`config.mk`:
```
export PLATFORM = sky130hd
export DESIGN_NAME = cfs_apb_slave_regs
export DESIGN_NICKNAME = d
export VERILOG_FILES = /design/src/rtl/cfs_apb_slave_regs.sv
export SDC_FILE = /design/constraint.sdc
export NUM_CORES = 1
export LEC_CHECK = 0
export ABC_CLOCK_PERIOD_IN_PS = 5910
export BUFFER_PORTS_ARGS = -buffer_cell sky130_fd_sc_hd__buf_2
export CAP_MARGIN = 20
export CELL_PAD_IN_SITES_DETAIL_PLACEMENT = 1
export CELL_PAD_IN_SITES_GLOBAL_PLACEMENT = 2
export CORE_MARGIN = 2
export CORE_UTILIZATION = 42
export CTS_BUF_LIST = sky130_fd_sc_hd__clkbuf_8
export CTS_CLUSTER_DIAMETER = 50
export DETAILED_ROUTE_END_ITERATION = 8
export GPL_TIMING_DRIVEN = 0
export PLACE_DENSITY_LB_ADDON = 0.08
export SYNTH_ARGS = -nofsm -noshare
export SYNTH_HDL_FRONTEND = slang
export SYNTH_SLANG_ARGS = --single-unit
```
`constraint.sdc`:
```
create_clock -name pclk -period 5.91 [get_ports pclk]
set_input_delay 1.182 -clock pclk [delete_from_list [all_inputs] [get_ports pclk]]
set_output_delay 1.182 -clock pclk [all_outputs]
set_load 0.03 [all_outputs]
```
`src/rtl/cfs_apb_slave_regs.sv`:
```
// APB completer with eight registers: six RW, a transfer counter and a constant ID.
// Fixed wait-state insertion; writes commit and the counter advances only on the completing edge.
module cfs_apb_slave_regs #(
    parameter int          ADDR_WIDTH  = 32,
    parameter int          DATA_WIDTH  = 16,
    parameter int          WAIT_STATES = 1,
    parameter logic [15:0] ID_VALUE    = 16'hA5B0
) (
    input  logic                  pclk,
    input  logic                  preset,
    input  logic                  psel,
    input  logic                  penable,
    input  logic                  pwrite,
    input  logic [ADDR_WIDTH-1:0] paddr,
    input  logic [DATA_WIDTH-1:0] pwdata,
    output logic [DATA_WIDTH-1:0] prdata,
    output logic                  pready,
    output logic                  pslverr
);
    localparam int                    BYTES      = DATA_WIDTH / 8;
    localparam int                    OFFW       = $clog2(BYTES);
    localparam logic [DATA_WIDTH-1:0] ID_EXT     = DATA_WIDTH'(ID_VALUE);
    localparam logic [ADDR_WIDTH-1:0] ADDR_LIMIT = ADDR_WIDTH'(8 * BYTES);
    localparam logic [3:0]            WS         = 4'(WAIT_STATES);

    typedef enum logic [1:0] {S_IDLE, S_WAIT, S_READY} state_e;

    state_e                state_q, state_d;
    logic [3:0]            cnt_q, cnt_d;
    logic                  wr_q, wr_d;
    logic                  err_q, err_d;
    logic [2:0]            idx_q, idx_d;
    logic [DATA_WIDTH-1:0] wdata_q, wdata_d;
    logic [DATA_WIDTH-1:0] regs_q [6];
    logic [DATA_WIDTH-1:0] xfer_cnt_q, xfer_cnt_d;
    logic                  load, complete;
    logic [DATA_WIDTH-1:0] rd_val, prdata_d;
    logic                  pready_d, pslverr_d;
    logic [2:0]            setup_idx;
    logic                  setup_err;

    assign setup_idx = paddr[OFFW +: 3];
    assign setup_err = (|paddr[OFFW-1:0]) || (paddr >= ADDR_LIMIT) ||
                       (pwrite && setup_idx >= 3'd6);

    // Next-state: a setup phase seen in any state (re)loads the transfer.
    always_comb begin
        state_d  = state_q;
        cnt_d    = cnt_q;
        wr_d     = wr_q;
        err_d    = err_q;
        idx_d    = idx_q;
        wdata_d  = wdata_q;
        load     = 1'b0;
        complete = 1'b0;
        case (state_q)
            S_IDLE: load = psel && !penable;
            S_WAIT, S_READY: begin
                if (!psel) begin
                    state_d = S_IDLE;
                end else if (!penable) begin
                    load = 1'b1;
                end else if (state_q == S_WAIT) begin
                    cnt_d = cnt_q - 4'd1;
                    if (cnt_q == 4'd1) state_d = S_READY;
                end else begin
                    complete = 1'b1;
                    state_d  = S_IDLE;
                end
            end
            default: state_d = S_IDLE;
        endcase
        if (load) begin
            wr_d    = pwrite;
            err_d   = setup_err;
            idx_d   = setup_idx;
            wdata_d = pwdata;
            if (WS == 4'd0) begin
                state_d = S_READY;
                cnt_d   = 4'd0;
            end else begin
                state_d = S_WAIT;
                cnt_d   = WS;
            end
        end
    end

    // Registered outputs are computed from the next state so they line up with READY.
    always_comb begin
        rd_val = '0;
        case (idx_d)
            3'd6:    rd_val = xfer_cnt_q;
            3'd7:    rd_val = ID_EXT;
            default: begin
                for (int i = 0; i < 6; i++)
                    if (idx_d == 3'(i)) rd_val = regs_q[i];
            end
        endcase
        pready_d   = (state_d == S_READY);
        pslverr_d  = pready_d && err_d;
        prdata_d   = (pready_d && !err_d && !wr_d) ? rd_val : '0;
        xfer_cnt_d = xfer_cnt_q + DATA_WIDTH'(complete);
    end

    always_ff @(posedge pclk or posedge preset) begin
        if (preset) begin
            state_q    <= S_IDLE;
            cnt_q      <= 4'd0;
            wr_q       <= 1'b0;
            err_q      <= 1'b0;
            idx_q      <= 3'd0;
            wdata_q    <= '0;
            xfer_cnt_q <= '0;
            prdata     <= '0;
            pready     <= 1'b0;
            pslverr    <= 1'b0;
            for (int i = 0; i < 6; i++) regs_q[i] <= '0;
        end else begin
            state_q    <= state_d;
            cnt_q      <= cnt_d;
            wr_q       <= wr_d;
            err_q      <= err_d;
            idx_q      <= idx_d;
            wdata_q    <= wdata_d;
            xfer_cnt_q <= xfer_cnt_d;
            prdata     <= prdata_d;
            pready     <= pready_d;
            pslverr    <= pslverr_d;
            if (complete && wr_q && !err_q) begin
                for (int i = 0; i < 6; i++)
                    if (idx_q == 3'(i)) regs_q[i] <= wdata_q;
            end
        end
    end
endmodule

```
==> out/metrics.yaml <==
outcome:
  outcome: "completed"
finish:
  regArea_sq_um: 3930
  syn2layout_area_growth_pct: 14.4
  final_core_util_pct: 48.8
  fin_nets: 811
  drive_above_1_share_pct: 22.3
  layout_commonest_cell: "dfrtp_1"
  n_antenna_cell: 0
  multi_input_area_sq_um: 3470
  nFillCells: 1958
  layout_common_cells: "dfrtp_1 (157), buf_2 (88), mux2_1 (81)"
sta:
  fmax_ghz: 0.297
  finalHoldViolations: 0
  layout_setup_ws_ns: 2.54
  rsz0062_at_grt: "no"
  tightest_slew_ns: 0.926
  fin_skew_ns: 0.0101
  drv_slew: 0
  fin_crit_sh_pct: 57.0
  setup_viol: 0
  finalCriticalPeriod_ns: 3.37
  relSlewSlack_pct: 36.5
yosys:
  synthXorXnorAreaFrac_pct: 1.83
  synth-edff-count: 0
  ys_warn_count: 0
  synth_adder_area_share_pct: 1.14
  syn_nets: 721
  syn_inst: 661
  synthArstFlopShare_pct: 100
  synth_compound_area_share_pct: 13.0
  synthMuxAreaShare_pct: 15.8
  synth_ff_type: "dfrtp_1"
  syn_avg_cell_area_sq_um: 11.6
  synth-seq-cells: 157
  yosys.area_share.simple_pct: 13.4
  synth-seq-area-share_pct: 51.2
  yosysUniqueCellTypes: 64
  synth_top_family_by_area: "multiplexers"
  netlist_area_sq_um: 7670
clock_network:
  insertion_delay_ns: 0.46
  clk_pin_slew_ns: 0.08
  clock_sinks: 157
  cts_resized: 0
  cts_root_buffer: "clkbuf_8"
  clk_path_buf_depth: 2
  cts_tree: "done"
  cts_made_buffers: 17
  cts_hold_buffers: 0
  cts_max_level: 4
  post-cts-setup-buffer-count: 0
setup_path:
  reg2reg_from: "state_q[0]"
  end_kind: "flop"
  cp-start-kind: "input port"
  worst_r2r_path_depth: 8
  r2r-end: "prdata[11]"
  required_ns: 6.25
  r2r_slack_ns: 2.76
  critPathArrivalTime_ns: 3.71
  crit_type: "in -> reg"
  crit_path_max_fanout: 10
detailed_routing:
  first_pass_iters: 4
  routed_via_density: 5.63
  drc_errors: 0
  ant_nets: 0
  dr.first_iter.drc_count: 253
  vias: 5575
  wire_per_inst_um: 21.8
  routed_wl_mm: 21.6
global_route:
  grt_max_degree: 87
  antenna_found_initial: 0
  track_usage_pct: 24.0
  grt_pass1_vias: 6197
  grt_overflow: 0
  grt_pass1_wl_mm: 35.8
hold_path:
  whs_endpoint: "regs_q[86]"
  min_delay_path_depth: 1
  hold_path.class: "reg -> reg"
  hp-start: "regs_q[86]"
power:
  peakVddDrop_v: 0.000214
  p_total_mw: 3.08
  leakagePower_nw: 4.41
  p_per_area_nw_per_um2: 351
flow_run:
  maxCapViolations: 0
placement:
  dp_hpwl_mm: 15.6
  dp_slack_ns: 2.10
  gp_congestion: 0.816
  io_buffers: 70
floorplanning:
  coreArea_sq_um: 18000
  die_h_um: 139
  fp.dieArea_sq_um: 19400
  io_pins: 71
  core.rowCount: 49
  start_util_pct: 42.7
  die_w_um: 139
-- flip-flops by register name, indices dropped and copies added (netlist names) --
signal,count
err_q,1
regs_q,96
cnt_q,4
wdata_q,16
xfer_cnt_q,16
idx_q,3
prdata,16
pslverr,1
state_q,2
wr_q,1
pready,1
-- how the worst max path moves through the flow --
stage,startpoint,end,slack (ns),cells past startpoint
after floorplan,preset,cnt_q[0],0.49,1
after global routing,penable,prdata[9],2.49,8
after CTS,penable,prdata[12],2.58,8
after global placement,preset,prdata[7],-1.20,2
after detailed placement,penable,prdata[12],2.10,8
final,penable,prdata[11],2.54,8
-- metrics by stage --
stage / instances / hold WS, ns / setup TNS (ns) / cell area (sq um)
global placement: 960 / 0.459 / -185.64 / 8310
floorplan: 661 / 0.446 / 0 / 7670
global route: 991 / 0.494 / 0 / 8770
CTS: 991 / 0.486 / 0 / 8770
detailed placement: 961 / 0.466 / 0 / 8340
finish: 991 / 0.480 / 0 / 8770
-- synthesized netlist by cell type (2+ instances only) --
master / instances / area share [%]
mux2_1: 81 / 12
xor2_1: 3 / 0.34
o21ai_1: 10 / 0.65
nand3_1: 7 / 0.46
or2_1: 3 / 0.24
a21boi_0: 25 / 2.4
a311oi_1: 6 / 0.69
a311oi_2: 9 / 1.8
buf_2: 18 / 1.2
nand2_1: 63 / 3.1
o21ai_0: 22 / 1.4
nor3_1: 4 / 0.26
nor2_2: 2 / 0.16
nand4_1: 7 / 0.57
xnor2_1: 13 / 1.5
nor2b_1: 3 / 0.24
clkbuf_1: 18 / 0.88
nand2b_1: 8 / 0.65
a31oi_1: 5 / 0.41
buf_4: 2 / 0.20
and2_1: 3 / 0.24
o31ai_1: 9 / 0.88
nor3_2: 2 / 0.26
inv_1: 16 / 0.78
buf_6: 2 / 0.29
o2111ai_1: 8 / 0.91
o22ai_1: 8 / 0.65
dfrtp_1: 157 / 51
nor2_1: 12 / 0.59
nor4_1: 8 / 0.65
a21oi_1: 16 / 1.0
inv_2: 3 / 0.15
nor3b_1: 3 / 0.29
ha_1: 7 / 1.1
mux2i_1: 6 / 0.78
mux2_2: 8 / 1.2
o31ai_2: 2 / 0.33
a21boi_1: 5 / 0.49
mux2_4: 10 / 2.0
and3_1: 43 / 3.5
-- metal layers --
metal	part of all wire (%)	vias up	GRT usage (%)
li1	-	2566	-
met1	45	2871	31.9
met2	50	114	40.8
met3	3.6	24	3.97
met4	1.5	0	6.49
met5	0	-	0
-- where the power goes --
group          switching, mW  internal, mW
clock network          0.406         0.491
logic                  0.563         0.247
registers              0.189          1.18
-- final cells by class --
type                       instances  area share, %
sequential                       157           44.8
multi-input combinational        444           39.5
timing repair buffer              71           4.31
tap                              229           3.27
clock buffer                      20           3.14
buffer                            41           2.27
clock inverter                    10           1.84
inverter                          19          0.870
-- worst max-delay path: stages --
cell      delay (ns)
buf_2           0.14
nand2b_1        0.14
buf_2           0.17
nor3_2          0.28
mux2i_1         0.81
clkbuf_1        0.50
a21oi_1         0.10
a311oi_2        0.38
-- logic make-up (layout without fill, tap and decap cells) --
family / Yosys count / after routing
compound gates: 134 / 134
xor+xnor: 16 / 16
fa+ha+maj: 7 / 7
buf+inv: 60 / 161
flops: 157 / 157
mux: 105 / 105
simple gates: 182 / 182
Power figures use the tool's default switching activity.
